`src/rtl/fust_scalar_table.sv`:
```
// -----------------------------------------------------------------------------
// fust_scalar_table
//
// Scalar functional-unit status table. It sits between dispatch and the scalar
// execute units and holds one row per scalar FU (ALU=0, LD_ST=1, BRANCH=2).
// Each row records the tags of its operand producers and clears them when it
// sees a matching writeback broadcast. At most one ready row issues per cycle.
// A row is freed when its own FU writes back.
//
// Configuration macro: FUST_WB_BYPASS_EN
//   defined   : a dispatch whose t1/t2 matches a same-cycle writeback tag is
//               accepted, and that tag is captured as resolved (0).
//   undefined : such a dispatch is held off (disp_ready=0), and dispatch
//               retries on the next cycle.
//
// Ports
//   CLK, RST     clock (rising edge); asynchronous active-high reset
//   disp_valid   dispatch presents an instruction
//   disp_fu      target row (fu_scalar_t); 3 is illegal and never accepted
//   disp_row     row payload (busy field ignored)
//   disp_ready   row free, legal target, no flush, no unresolved wb conflict
//   wb_valid     writeback broadcast valid
//   wb_tag       completing FU tag (FU index + 1); 0 is ignored
//   flush        squash WAIT/RDY rows; blocks issue and dispatch this cycle
//   fu_ready     per-FU accept
//   issue_valid  a row issues this cycle
//   issue_fu     issued row index (0 when idle)
//   issue_row    issued row contents with t1 = t2 = 0 (0 when idle)
//   fust         live table snapshot; busy = state != EMPTY
//   row_state    per-row state
// -----------------------------------------------------------------------------
package fust_scalar_pkg;
  localparam int FU_S_W     = 2;
  localparam int FUST_NROWS = 3;

  typedef enum logic [FU_S_W-1:0] {
    FU_ALU    = 2'd0,
    FU_LD_ST  = 2'd1,
    FU_BRANCH = 2'd2
  } fu_scalar_t;

  typedef enum logic [1:0] {
    EMPTY = 2'd0,
    WAIT  = 2'd1,
    RDY   = 2'd2,
    EX    = 2'd3
  } fust_state_e;

  typedef struct packed {
    logic              busy;
    logic [4:0]        rd;
    logic [4:0]        rs1;
    logic [4:0]        rs2;
    logic [31:0]       imm;
    logic [FU_S_W-1:0] t1;
    logic [FU_S_W-1:0] t2;
  } fust_s_row_t;

  typedef fust_s_row_t [FUST_NROWS-1:0] fust_s_t;
endpackage

module fust_scalar_table
  import fust_scalar_pkg::*;
#(
  parameter int NROWS = FUST_NROWS,
  parameter int TAG_W = FU_S_W
) (
  input  logic                    CLK,
  input  logic                    RST,
  input  logic                    disp_valid,
  input  logic [1:0]              disp_fu,
  input  fust_s_row_t             disp_row,
  output logic                    disp_ready,
  input  logic                    wb_valid,
  input  logic [TAG_W-1:0]        wb_tag,
  input  logic                    flush,
  input  logic [NROWS-1:0]        fu_ready,
  output logic                    issue_valid,
  output logic [1:0]              issue_fu,
  output fust_s_row_t             issue_row,
  output fust_s_t                 fust,
  output fust_state_e [NROWS-1:0] row_state
);

  fust_state_e r_state [NROWS];
  fust_s_row_t r_row   [NROWS];

  logic        w_wb_hit;
  logic        w_fu_legal;
  logic        w_row_empty;
  logic        w_tag_conflict;
  logic        w_wb_block;
  logic        w_accept;
  fust_s_row_t w_disp_cap;

  assign w_wb_hit       = wb_valid && (wb_tag != '0);
  assign w_fu_legal     = (disp_fu < 2'(NROWS));
  assign w_tag_conflict = w_wb_hit && ((disp_row.t1 == wb_tag) || (disp_row.t2 == wb_tag));

`ifdef FUST_WB_BYPASS_EN
  assign w_wb_block = 1'b0;
`else
  assign w_wb_block = w_tag_conflict;
`endif

  // Target row must be free in registered state; a row freed this cycle is
  // not visible as EMPTY until the next cycle.
  always_comb begin
    w_row_empty = 1'b0;
    for (int i = 0; i < NROWS; i++) begin
      if (disp_fu == 2'(i)) w_row_empty = (r_state[i] == EMPTY);
    end
  end

  assign disp_ready = !flush && w_fu_legal && w_row_empty && !w_wb_block;
  assign w_accept   = disp_valid && disp_ready;

  // Captured payload: a tag resolved by this cycle's writeback is stored as 0.
  // Without the bypass, a conflicting dispatch is never accepted, so this
  // clearing has no effect in that build.
  always_comb begin
    w_disp_cap      = disp_row;
    w_disp_cap.busy = 1'b0;
    if (w_wb_hit && (disp_row.t1 == wb_tag)) w_disp_cap.t1 = '0;
    if (w_wb_hit && (disp_row.t2 == wb_tag)) w_disp_cap.t2 = '0;
  end

  // Fixed-priority select: the ascending loop lets the highest index win.
  always_comb begin
    issue_valid = 1'b0;
    issue_fu    = '0;
    issue_row   = '0;
    for (int i = 0; i < NROWS; i++) begin
      if (!flush && (r_state[i] == RDY) && fu_ready[i]) begin
        issue_valid    = 1'b1;
        issue_fu       = 2'(i);
        issue_row      = r_row[i];
        issue_row.busy = 1'b1;
        issue_row.t1   = '0;
        issue_row.t2   = '0;
      end
    end
  end

  always_comb begin
    fust = '0;
    for (int i = 0; i < NROWS; i++) begin
      fust[i]      = r_row[i];
      fust[i].busy = (r_state[i] != EMPTY);
      row_state[i] = r_state[i];
    end
  end

  for (genvar g = 0; g < NROWS; g++) begin : g_row
    localparam logic [TAG_W-1:0] ROW_TAG = TAG_W'(g + 1);

    logic              w_t1_wk;
    logic              w_t2_wk;
    logic [FU_S_W-1:0] w_t1_next;
    logic [FU_S_W-1:0] w_t2_next;
    logic              w_own_wb;
    logic              w_disp_here;
    logic              w_issue_here;

    assign w_t1_wk      = w_wb_hit && (r_row[g].t1 == wb_tag);
    assign w_t2_wk      = w_wb_hit && (r_row[g].t2 == wb_tag);
    assign w_t1_next    = w_t1_wk ? '0 : r_row[g].t1;
    assign w_t2_next    = w_t2_wk ? '0 : r_row[g].t2;
    assign w_own_wb     = w_wb_hit && (wb_tag == ROW_TAG);
    assign w_disp_here  = w_accept && (disp_fu == 2'(g));
    assign w_issue_here = issue_valid && (issue_fu == 2'(g));

    always_ff @(posedge CLK or posedge RST) begin
      if (RST) begin
        r_state[g] <= EMPTY;
        r_row[g]   <= '0;
      end else begin
        case (r_state[g])
          EMPTY: begin
            if (w_disp_here) begin
              r_row[g]   <= w_disp_cap;
              r_state[g] <= ((w_disp_cap.t1 != '0) || (w_disp_cap.t2 != '0)) ? WAIT : RDY;
            end
          end
          WAIT: begin
            // Flush beats a same-cycle wakeup.
            if (flush) begin
              r_state[g] <= EMPTY;
              r_row[g]   <= '0;
            end else begin
              r_row[g].t1 <= w_t1_next;
              r_row[g].t2 <= w_t2_next;
              if ((w_t1_next == '0) && (w_t2_next == '0)) r_state[g] <= RDY;
            end
          end
          RDY: begin
            if (flush) begin
              r_state[g] <= EMPTY;
              r_row[g]   <= '0;
            end else begin
              r_row[g].t1 <= w_t1_next;
              r_row[g].t2 <= w_t2_next;
              if (w_issue_here) r_state[g] <= EX;
            end
          end
          EX: begin
            // Executing rows survive flush and free only on their own writeback.
            if (w_own_wb) begin
              r_state[g] <= EMPTY;
              r_row[g]   <= '0;
            end else begin
              r_row[g].t1 <= w_t1_next;
              r_row[g].t2 <= w_t2_next;
            end
          end
          default: begin
            r_state[g] <= EMPTY;
            r_row[g]   <= '0;
          end
        endcase
      end
    end
  end

endmodule

```
`config.mk`:
```
export PLATFORM = sky130hd
export DESIGN_NAME = fust_scalar_table
export DESIGN_NICKNAME = d
export VERILOG_FILES = /design/src/rtl/fust_scalar_table.sv
export SDC_FILE = /design/constraint.sdc
export NUM_CORES = 1
export LEC_CHECK = 0
export ABC_AREA = 1
export ABC_CLOCK_PERIOD_IN_PS = 5000
export BUFFER_PORTS_ARGS = -buffer_cell sky130_fd_sc_hd__buf_2
export CAP_MARGIN = 20
export CORE_MARGIN = 2
export CORE_UTILIZATION = 47
export DETAILED_ROUTE_END_ITERATION = 10
export PLACE_DENSITY = 0.77
export SYNTH_ARGS = -nofsm -noshare
export SYNTH_HDL_FRONTEND = slang
export SYNTH_SLANG_ARGS = --single-unit
```
`constraint.sdc`:
```
create_clock -name CLK -period 5 [get_ports CLK]
set_clock_uncertainty 0.2 [all_clocks]
set_input_delay 0.5 -clock CLK [delete_from_list [all_inputs] [get_ports CLK]]
set_output_delay 0.5 -clock CLK [all_outputs]
set_load 0.01 [all_outputs]
```
==> results of run 1 <==
cells in the mapped netlist (all sizes together):
cell      n  area (µm²)
nand2   642        2410
dfrtp   159        3980
nand3b  141        1060
nand3    68         340
buf      56         350
nand4    50         313
inv      46         173
clkbuf   41         154
o21ai    30         150
nor2     20        75.1
ha       15         188
a21oi     5        32.5
a31oi     4        25.0
nor3      4        20.0
o22ai     4        25.0
a22oi     1        12.5
and2      1        6.26
conb      1        3.75
o31ai     1        7.51
power by group:
group	total (µW)	switching, µW	internal [µW]
clock	1310	566	742
sequential	2270	463	1810
combinational	4030	2750	1280
cell families after synthesis:
family	after synthesis
AND/OR/NAND/NOR	926
flip-flops	159
buffers and inverters	143
AO/OA/AOI/OAI	45
adder cells (fa/ha/maj)	15
other	1
routing by layer:
metal	part of all wire, %	global-route usage (%)	wire length (µm)
met1	40	38.9	12900
met2	47	49.8	15100
met3	10	6.81	3280
met4	2.7	11.4	861
met5	0.068	0	22
stage by stage:
stage / util (%) / power [µW] / hold WS (ps) / area (µm²)
after floorplan: - / 4830 / 323 / 9340
after global placement: 54.9 / 6110 / 275 / 10700
after detailed placement: 55.0 / 6240 / 276 / 10700
after CTS: 58.0 / 7570 / 91.2 / 11300
after global routing: 58.2 / 8150 / 131 / 11300
final: 58.2 / 7610 / 66.4 / 11300
worst paths after layout:
| path | slack [ps] | start | endpoint | cells after the start |
|---|---|---|---|---|
| worst min-delay path | 70 | RST | fust[79] | 2 |
| worst min register to register | 290 | fust[113] | fust[113] | 2 |
| max in group asynchronous | 3510 | RST | fust[19] | 3 |
| worst max register to register | 1790 | row_state[3] | fust[107] | 10 |
| min in group CLK | 210 | disp_row[24] | fust[24] | 4 |
| worst max-delay path | 1480 | row_state[0] | issue_row[50] | 10 |
flip-flops by register name, summed over array words and instances (netlist names):
signal     cells
fust         153
row_state      6
cell type report:
cell class	count	area, µm²
antenna	1	2.50
fill	1773	8130
inverter	46	178
clock buffer	17	425
multi-input combinational	990	4720
timing repair buffer	292	1550
tap	265	332
clock inverter	14	158
sequential	159	3980
==> metrics.yaml, run 1 <==
status: "finished clean"
worst_pin_slew_ps: 1070
power_per_cell_area_nw_per_um2: 671
core-area_um2: 19500
crit_path_frequent_cell: "inv_1"
postCtsHoldBufs: 0
cts_root_buffer: "clkbuf_16"
die_h_um: 145
synth_top_family_by_area: "simple AND/OR/NAND/NOR gates"
vias: 9857
nNetsFinal: 1585
stdcell_count: 1784
drive_gt1_share_pct: 22.8
cts.sinks: 159
slew_headroom_pct: 28.5
synth_compound_area_share_pct: 2.71
placed_cells_incl_taps: 1750
period_needed_ps: 3520
cp_cell_sequence: "inv_1 -> ha_1 -> inv_1 -> nor2_1 -> nand2_1 -> clkinv_1 -> buf_4 -> nand4_1 -> nand3_1 -> buf_2"
dieWidth_um: 145
die_area_um2: 21000
cts-resized-gates: 0
setup_tns_ps: 0
cts_inserted_buffers: 17
drc: 0
drtAntennaViolNets: 0
crit_family: "buffers and inverters"
fmax_mhz: 284
gp_congestion: 0.886
grt_pass1_vias: 9065
crit_type: "reg -> out"
yosys_warnings: 0
row_count: 51
hold_violations: 0
path_buf_inv: 5
initial_utilization_pct: 47.9
crit_arrival_ps: 2820
worst-path-max-fanout: 31
wl_per_cell_um: 18.0
grt_max_degree: 96
h-tree-depth: 4
crit_slowest_cell: "clkinv_1"
grt_pass1_wl_mm: 49.3
maxCapViolations: 0
setup_violations: 0
grt.overflow.total: 0
synth_cell_type_count: 26
ir_drop_mv: 0.475
post_cts_buffers: 0
viasPerCell: 5.53
syn_area_um2: 9330
pre_cts_slack_ps: 1770
yosys.area_share.simple_pct: 45.3
drv_slew: 0
synthCells: 1289
antenna_found_initial: 3
cp_data_required_time_ps: 4300
max-clock-path-buffers: 2
synth_xor_area_share_pct: 0
rsz0062_at_grt: "false"
cts_tree: "done"
min_period_over_period_pct: 70.4
syn_area_per_cell_um2: 7.24
io_buffers: 276
cts.clk_slew.worst_paths_ps: 70
hp-class: "in -> async"
layout_commonest_cell: "nand2_1"
ys_ff_latch: 159
layout_common_cells: "nand2_1, buf_2, dfrtp_1"
endpoint_kind: "output port"
synth_seq_area_share_pct: 42.7
first_pass_iters: 5
dpl.hpwl_mm: 19.7
p_leak_uw: 0.00644
drt_iter0_drc: 732
slowest_delay_ps: 480
ios: 282
setup_ws_ps: 1480
clk-insertion-delay-late_ps: 420
grt_usage_pct: 30.2
synthMuxAreaShare_pct: 0
cp-start-kind: "flop"
drt_wl_total_mm: 32.2
syn_to_final_growth_pct: 21.5
synth_fa_ha_area_share_pct: 2.01
No activity file was read; power rests on OpenSTA's default activity.
==> run 2: changes to the inputs <==
--- a/config.mk
+++ b/config.mk
@@ -6,13 +6,13 @@
 export NUM_CORES = 1
 export LEC_CHECK = 0
 export ABC_AREA = 1
-export ABC_CLOCK_PERIOD_IN_PS = 5000
+export ABC_CLOCK_PERIOD_IN_PS = 3550
 export BUFFER_PORTS_ARGS = -buffer_cell sky130_fd_sc_hd__buf_2
 export CAP_MARGIN = 20
 export CORE_MARGIN = 2
-export CORE_UTILIZATION = 47
+export CORE_UTILIZATION = 53
 export DETAILED_ROUTE_END_ITERATION = 10
-export PLACE_DENSITY = 0.77
+export PLACE_DENSITY = 0.82
 export SYNTH_ARGS = -nofsm -noshare
 export SYNTH_HDL_FRONTEND = slang
 export SYNTH_SLANG_ARGS = --single-unit
==> constraint.sdc (replaced) <==
create_clock -name CLK -period 3.55 [get_ports CLK]
set_clock_uncertainty 0.2 [all_clocks]
set_input_delay 0.355 -clock CLK [delete_from_list [all_inputs] [get_ports CLK]]
set_output_delay 0.355 -clock CLK [all_outputs]
set_load 0.01 [all_outputs]
==> metrics.yaml, run 2 (synthesis results as in run 1) <==
cp-start-kind: "flop"
cts.clk_slew.worst_paths_ps: 60
worst-path-max-fanout: 27
period_needed_ps: 3280
setup_violations: 0
largest_register_ffs: 153
layout_common_cells: "nand2_1, buf_2, dfrtp_1"
min_period_over_period_pct: 92.3
cp_data_required_time_ps: 2990
rsz0062_at_grt: "false"
dieWidth_um: 137
h-tree-depth: 4
maxCapViolations: 0
drtAntennaViolNets: 0
die_h_um: 137
clk-insertion-delay-late_ps: 430
gp_congestion: 0.951
grt.overflow.total: 0
worst_pin_slew_ps: 706
path_buf_inv: 5
dpl.hpwl_mm: 20.6
drc: 0
ios: 282
grt_pass1_wl_mm: 48.6
initial_utilization_pct: 54.1
crit_arrival_ps: 2720
cts_inserted_buffers: 17
io_buffers: 276
hold_violations: 0
cts.sinks: 159
layout_commonest_cell: "nand2_1"
first_pass_iters: 6
crit_slowest_cell: "inv_2"
grt_usage_pct: 33.8
cts_root_buffer: "clkbuf_16"
nNetsFinal: 1597
antenna_found_initial: 5
cp_cell_sequence: "inv_1 -> ha_1 -> inv_1 -> nor2_1 -> nand2_4 -> inv_2 -> buf_12 -> nand2_1 -> nand3_1 -> buf_2"
syn_to_final_growth_pct: 22.9
crit_type: "reg -> out"
slowest_delay_ps: 460
row_count: 48
drt_iter0_drc: 933
p_leak_uw: 0.00653
die_area_um2: 18700
slew_headroom_pct: 52.9
power_per_cell_area_nw_per_um2: 943
status: "finished clean"
max-clock-path-buffers: 2
crit_path_frequent_cell: "inv_1"
core-area_um2: 17200
setup_tns_ps: 0
drive_gt1_share_pct: 23.3
wl_per_cell_um: 18.2
viasPerCell: 5.73
ir_drop_mv: 0.897
vias: 10100
fmax_mhz: 305
endpoint_kind: "output port"
hold-worst-slack_ps: 57.4
drv_slew: 0
cts_tree: "done"
crit_family: "buffers and inverters"
hp-class: "in -> reg"
drt_wl_total_mm: 32.0
grt_pass1_vias: 9061
pre_cts_slack_ps: 629
grt_max_degree: 59
setup_ws_ps: 272
## run 2: power breakdown
group	internal (µW)	switching [µW]	leakage (µW)	total, µW
Clock	1130	738	0.000293	1870
Combinational	1830	3890	0.00418	5720
Sequential	2550	676	0.00206	3230
## run 2: routing by layer
metal	wire (µm)	share of wire [%]	GRT usage (%)	up-vias
li1	-	-	-	4602
met3	3490	11	7.52	78
met4	872	2.7	13.0	2
met1	12400	39	44.2	4757
met2	15200	47	55.0	645
met5	13	0.041	0	-
## run 2: cell type report
type	instances	area, µm²
diodes	4	10.0
clock buffers	24	502
clock inverters	8	103
fillers	1494	5770
inverters	46	183
multi-input cells	990	4720
flip-flops and latches	159	3980
well taps	225	282
repair buffers	304	1690
## run 2: timing repair
item                                    4_1_cts  5_1_grt
hold buffers                                  1        0
hold endpoints to repair                     39        0
setup buffers                                 0        0
resized for setup                             0        4
endpoints found under the setup margin        0       31
## run 2: metrics by stage
step	power (µW)	area (µm²)	std cells	utilization [%]
2_1_floorplan	6810	9340	1292	-
4_1_cts	10700	11400	1755	66.2
5_1_grt	11500	11500	1757	66.5
3_5_place_dp	8810	10800	1722	62.7
3_3_place_gp	8630	10800	1722	62.7
6_report	10800	11500	1760	66.5
## run 2: path summary, 6_finish.rpt
kind / from / end / slack, ps / cells after the start
min in group asynchronous: RST / fust[138] / 330 / 3
hold / removal: disp_row[5] / fust[5] / 60 / 4
max in group asynchronous: RST / fust[125] / 1880 / 5
setup reg to reg: row_state[0] / fust[107] / 850 / 12
setup / recovery: row_state[4] / issue_row[31] / 270 / 10
hold reg to reg: fust[115] / fust[115] / 290 / 2
## run 2: worst reg2reg max path, stage by stage (launching register included)
cell and delay, ps:
dfrtp_1 430, inv_1 130, ha_2 200, inv_2 70, nand2_1 70, nand2_1 60, a21oi_2 180, nand4_1 140
nand2_2 90, buf_4 570, inv_1 260, nand2_1 100, o21ai_0 80
